==> src/rtl/seq_shifter_pkg.sv <==
// Shared types for the sequential shifter: mode encoding, FSM state
// encoding and a helper that tells whether a mode needs the SHIFT phase.
// Optional feature macro: SEQ_SHIFTER_ROTATE_EN (enables ROL/ROR).
package seq_shifter_pkg;

  typedef enum logic [2:0] {
    MODE_PASS = 3'b000,
    MODE_SHL  = 3'b001,
    MODE_SHR  = 3'b010,
    MODE_CLR  = 3'b011,
    MODE_SAR  = 3'b100,
    MODE_ROL  = 3'b101,
    MODE_ROR  = 3'b110
  } mode_t;

  typedef enum logic [1:0] {
    ST_IDLE  = 2'd0,
    ST_LOAD  = 2'd1,
    ST_SHIFT = 2'd2,
    ST_DONE  = 2'd3
  } state_t;

  // True when the mode iterates bit steps; pass, clear and (without the
  // rotate feature) the rotate encodings complete straight from LOAD.
  function automatic logic needs_shift(input logic [2:0] m);
    logic r;
    case (m)
      MODE_SHL: r = 1'b1;
      MODE_SHR: r = 1'b1;
      MODE_SAR: r = 1'b1;
`ifdef SEQ_SHIFTER_ROTATE_EN
      MODE_ROL: r = 1'b1;
      MODE_ROR: r = 1'b1;
`endif
      default:  r = 1'b0;
    endcase
    return r;
  endfunction

endpackage

==> src/rtl/seq_shifter_step.sv <==
// Single-bit step of the shifter datapath (purely combinational).
// Optional feature macro: SEQ_SHIFTER_ROTATE_EN (adds the rotate branches).
module shift_step
  import seq_shifter_pkg::*;
#(
  parameter int N = 8
) (
  input  logic [N-1:0] value,
  input  logic [2:0]   mode,
  output logic [N-1:0] result
);

  // One-bit move of the working value according to the captured mode.
  always_comb begin
    result = value;
    case (mode)
      MODE_SHL: result = {value[N-2:0], 1'b0};
      MODE_SHR: result = {1'b0, value[N-1:1]};
      MODE_SAR: result = {value[N-1], value[N-1:1]};
`ifdef SEQ_SHIFTER_ROTATE_EN
      MODE_ROL: result = {value[N-2:0], value[N-1]};
      MODE_ROR: result = {value[0], value[N-1:1]};
`endif
      default:  result = value;
    endcase
  end

endmodule

==> src/rtl/seq_shifter.sv <==
// Sequential shifter: captures an operand, then shifts/rotates it one bit
// per cycle for amt cycles and publishes the result on dout with a
// one-cycle done pulse. Back-to-back starts from DONE skip IDLE.
// Optional feature macro: SEQ_SHIFTER_ROTATE_EN (modes 101/110 rotate;
// without it they behave as pass).
module seq_shifter
  import seq_shifter_pkg::*;
#(
  parameter int N  = 8,
  parameter int SW = $clog2(N)
) (
  input  logic                clk,
  input  logic                rst,
  input  logic                start,
  input  logic [2:0]          mode,
  input  logic signed [N-1:0] din,
  input  logic [SW-1:0]       amt,
  output logic                busy,
  output logic                done,
  output logic signed [N-1:0] dout
);

  localparam logic [1:0] S_IDLE  = ST_IDLE;
  localparam logic [1:0] S_LOAD  = ST_LOAD;
  localparam logic [1:0] S_SHIFT = ST_SHIFT;
  localparam logic [1:0] S_DONE  = ST_DONE;

  logic [1:0]    state;
  logic [1:0]    state_nx;
  logic [2:0]    mode_q;
  logic [SW-1:0] amt_q;
  logic [SW-1:0] count;
  logic [N-1:0]  work;
  logic [N-1:0]  stepped;
  logic          ready;
  logic          load_shift;

  shift_step #(.N(N)) u_step (
    .value  (work),
    .mode   (mode_q),
    .result (stepped)
  );

  // Decode readiness and whether LOAD must hand over to SHIFT.
  always_comb begin
    ready      = (state == S_IDLE) || (state == S_DONE);
    load_shift = needs_shift(mode_q) && (amt_q != {SW{1'b0}});
  end

  // Next-state logic of the control FSM.
  always_comb begin
    state_nx = state;
    case (state)
      S_IDLE: begin
        if (start) state_nx = S_LOAD;
        else       state_nx = S_IDLE;
      end
      S_LOAD: begin
        if (load_shift) state_nx = S_SHIFT;
        else            state_nx = S_DONE;
      end
      S_SHIFT: begin
        if (count == SW'(1)) state_nx = S_DONE;
        else                 state_nx = S_SHIFT;
      end
      S_DONE: begin
        if (start) state_nx = S_LOAD;
        else       state_nx = S_IDLE;
      end
      default: state_nx = S_IDLE;
    endcase
  end

  // State register plus registered busy/done derived from the next state.
  always_ff @(posedge clk or posedge rst) begin
    if (rst) begin
      state <= S_IDLE;
      busy  <= 1'b0;
      done  <= 1'b0;
    end else begin
      state <= state_nx;
      busy  <= (state_nx == S_LOAD) || (state_nx == S_SHIFT);
      done  <= (state_nx == S_DONE);
    end
  end

  // Operand capture, iteration counter, working value and result register.
  always_ff @(posedge clk or posedge rst) begin
    if (rst) begin
      mode_q <= 3'b000;
      amt_q  <= {SW{1'b0}};
      count  <= {SW{1'b0}};
      work   <= {N{1'b0}};
      dout   <= {N{1'b0}};
    end else begin
      case (state)
        S_IDLE, S_DONE: begin
          if (ready && start) begin
            mode_q <= mode;
            amt_q  <= amt;
            work   <= din;
          end
        end
        S_LOAD: begin
          if (load_shift) begin
            count <= amt_q;
          end else if (mode_q == MODE_CLR) begin
            dout <= {N{1'b0}};
          end else begin
            dout <= work;
          end
        end
        S_SHIFT: begin
          work  <= stepped;
          count <= count - SW'(1);
          if (count == SW'(1)) dout <= stepped;
        end
        default: begin
          work <= work;
        end
      endcase
    end
  end

endmodule
==> config.mk <==
export PLATFORM = sky130hd
export DESIGN_NAME = seq_shifter
export DESIGN_NICKNAME = d
export VERILOG_FILES = /design/src/rtl/seq_shifter_pkg.sv /design/src/rtl/seq_shifter_step.sv /design/src/rtl/seq_shifter.sv
export SDC_FILE = /design/constraint.sdc
export NUM_CORES = 1
export LEC_CHECK = 0
export CORE_MARGIN = 2
export CORE_UTILIZATION = 52
export CTS_CLUSTER_SIZE = 10
export DETAILED_ROUTE_END_ITERATION = 16
export HOLD_SLACK_MARGIN = 0.06
export PLACE_DENSITY = 0.88
export SETUP_SLACK_MARGIN = 0.1
export SYNTH_ARGS = -nofsm -noshare
export SYNTH_HDL_FRONTEND = slang
export SYNTH_SLANG_ARGS = --single-unit
export TNS_END_PERCENT = 20
==> constraint.sdc <==
create_clock -name clk -period 2.1 [get_ports clk]
set_clock_uncertainty 0.1 [all_clocks]
set_input_delay 0.63 -clock clk [delete_from_list [all_inputs] [get_ports clk]]
set_output_delay 0.63 -clock clk [all_outputs]
set_load 0.02 [all_outputs]
==> metrics.md <==
| Metric | Value |
|---|---|
| Via-per-instance ratio | 5.934 |
| Netlist cell types | 35 |
| Mapped cell area | 0.001603 mm² |
| R2R setup slack | 0.21 ns |
| GPL Wtd Cong | 0.8254 |
| Final worst path period share | 95.97% |
| HP Start | amt_q[2]$_DFFE_PP0P_ |
| Crit-path max cell delay | 0.60 ns |
| FF-to-FF End | busy$_DFF_PP0_ |
| Final WL | 3403 µm |
| Routed wire per std cell | 14.86 µm |
| Hold buffer count at cts | 0 |
| CTS sink count | 29 |
| Crit path buffers/inverters | 1 |
| Boundary Pins | 27 |
| Synth warnings | 0 |
| Worst Hold End | amt_q[2]$_DFFE_PP0P_ |
| Grt total ovfl | 0 |
| Final min period | 2.015 ns |
| Die ar. | 0.003543 mm² |
| Largest net degree at the start of global routing | 30 |
| Placed Instances | 221 |
| Hpwl dp | 2432 µm |
| Core area | 0.003003 mm² |
| DRC viols | 0 |
| Max Root-Sink Buffers | 2 |
| Antenna diodes | 0 |
| Leakage | 0.0008434 µW |
| Hold Worst Slack | 0.4377 ns |
| CTS Buf Count | 5 |
| Final std cells w/o fill | 229 |
| Hold Path Class | reg -> reg |
| Worst EP arrival | 1.29 ns |
| FFs w/ async S/R, synth | 100.0% |
| Worst path top cell family by delay | buffers and inverters |
| Maximum VDD drop | 811.0 µV |
| Clk pin slew, worst setup/hold paths | 0.09 ns |
| CTS tree | yes |
| Pwr per Cell Area | 1864 mW/mm² |
| Status | finished, final reports clean |
| DIE WIDTH | 59.52 µm |
| Starting Density | 53.37% |
| DR pass1 iterations | 4 |
| Worst-Margin Slew | 0.4562 ns |
| Via Count | 1359 |
| Ys flop type | dfrtp_1 |
| Fin. Hold Viols | 0 |
| CP Launch Type | flop |
| Source of the critical timing path | dout[5]$_DFFE_PP0P_ |
| Max-slew violations | 0 |
| H-tree depth | 2 |
| CP Data Required Time | 1.37 ns |
| Syn Inst Count | 163 |
| Worst Reg-to-Reg Cells | 5 |
| Critical path class | reg -> out |
| Total track usage | 22.40% |
| Syn avg cell area | 9.833 µm² |
| Number of synthesized register bits | 29 |
| Post-synth EDFFs | 0 |
| Worst-Skew Late Latency | 0.33 ns |
| Cell Rows | 20 |
| Hold Path Cell Cnt | 1 |
| Initial antenna violation count | 0 |
| Chip height | 59.52 µm |
| CP endpoint kind | output pin |
| Maxcap violations | 0 |
| Slew headroom | 69.20% |
| DR iter-0 viols | 59 |
| Final net count | 218 |
| Post-Route Setup TNS | 0 ns |
| RR Startpoint | mode_q[1]$_DFFE_PP0P_ |
| Antenna viol nets, final | 0 |
| Crit path max fanout | 2 |
| Post-synth net total | 185 |
| Layout cells sized above 1 | 14.29% |
| Final setup violation count | 0 |
| P&R area growth vs syn | 23.34% |
| Sequential share of the synthesized area | 45.28% |
| CP max-delay cell | clkdlybuf4s50_1 |
| RSZ-0062 raised after global routing | true |
| Vias in the first global route | 1376 |
| CP Cell Sequence | clkdlybuf4s50_1 |
| First-pass GRT wire length | 5830 µm |
| Fmax | 496.2 MHz |
| Clk root buf | clkbuf_4 |
| Port bufs | 26 |
-- synth_stat cells (4+ instances only) --
| cell | n | share of area (%) |
|---|---|---|
| inv_1 | 9 | 2.1 |
| nand3_1 | 4 | 1.2 |
| mux2_2 | 7 | 4.9 |
| ha_1 | 5 | 3.9 |
| nor2_1 | 23 | 5.4 |
| clkbuf_1 | 4 | 0.94 |
| nand2_1 | 17 | 4.0 |
| o211ai_1 | 6 | 2.8 |
| o32a_1 | 4 | 2.5 |
| buf_6 | 4 | 2.8 |
| dfrtp_1 | 29 | 45 |
| a21oi_1 | 4 | 1.2 |
| a31oi_1 | 18 | 7.0 |
-- how the worst max path moves through the flow --
stage	endpoint	slack, ns	depth (start not counted)
floorplan	busy$_DFF_PP0_	0.30	7
global placement	dout[6]$_DFFE_PP0P_	0.23	7
detailed placement	busy$_DFF_PP0_	0.12	4
CTS	dout[1]	0.06	1
global route	dout[5]	0.03	1
finish	dout[5]	0.08	1
-- per-layer routing --
metal / track usage [%] / share of wire [%] / vias up
li1: - / - / 662
met1: 24.34 / 41 / 652
met2: 38.78 / 52 / 37
met3: 7.424 / 5.0 / 8
met4: 11.11 / 2.0 / 0
met5: 0 / 0 / -
-- cells by family after synthesis --
family	synth area share, %
AND/OR/NAND/NOR	13.12
XOR/XNOR	0.5465
AO/OA/AOI/OAI	25.14
flip-flops	45.28
buffers and inverters	6.479
adder cells (fa/ha/maj)	3.903
multiplexers	5.543
-- sequential cells by signal, indices dropped and copies added (netlist names) --
| name | flops |
|---|---|
| mode_q | 3 |
| work | 8 |
| amt_q | 3 |
| count | 3 |
| done | 1 |
| state | 2 |
| dout | 8 |
| busy | 1 |
-- cell usage in the layout, fill, tap and decap left out, types with 6 or more instances in the layout --
master / n
mux2_2: 7
clkdlybuf4s50_1: 23
nor2_1: 23
a31oi_1: 18
dfrtp_1: 29
inv_1: 9
nand2_1: 17
o211ai_1: 6
buf_4: 9
-- power breakdown --
group	internal, µW	leakage, µW	switching [µW]
Clock	158	0.0000314	186
Sequential	859	0.000331	265
Combinational	1020	0.000481	1200
-- cell type report --
type	count	area, µm²
fill	251	1026
multi-input combinational	115	773.2
sequential	29	725.7
timing repair buffer	36	347.8
clock buffer	7	55.05
tap	33	41.29
inverter	9	33.78
-- metrics by stage --
stage,setup WS (ns),instance area (µm²),power (µW),utilization [%]
after floorplan,0.2988,1603,2723,-
after global placement,0.2333,1902,3204,63.33
after detailed placement,0.1232,1902,3320,63.33
after CTS,0.06137,1954,3659,65.08
after global routing,0.03498,1977,4015,65.83
final,0.08454,1977,3685,65.83
-- timing repair --
action,4_1_cts,5_1_grt
setup buffers,0,1
setup endpoints to repair,10,18
resized for setup,2,1
endpoints found under the hold margin,0,0
pin swaps,0,0
No activity file was read; power rests on OpenSTA's default activity.
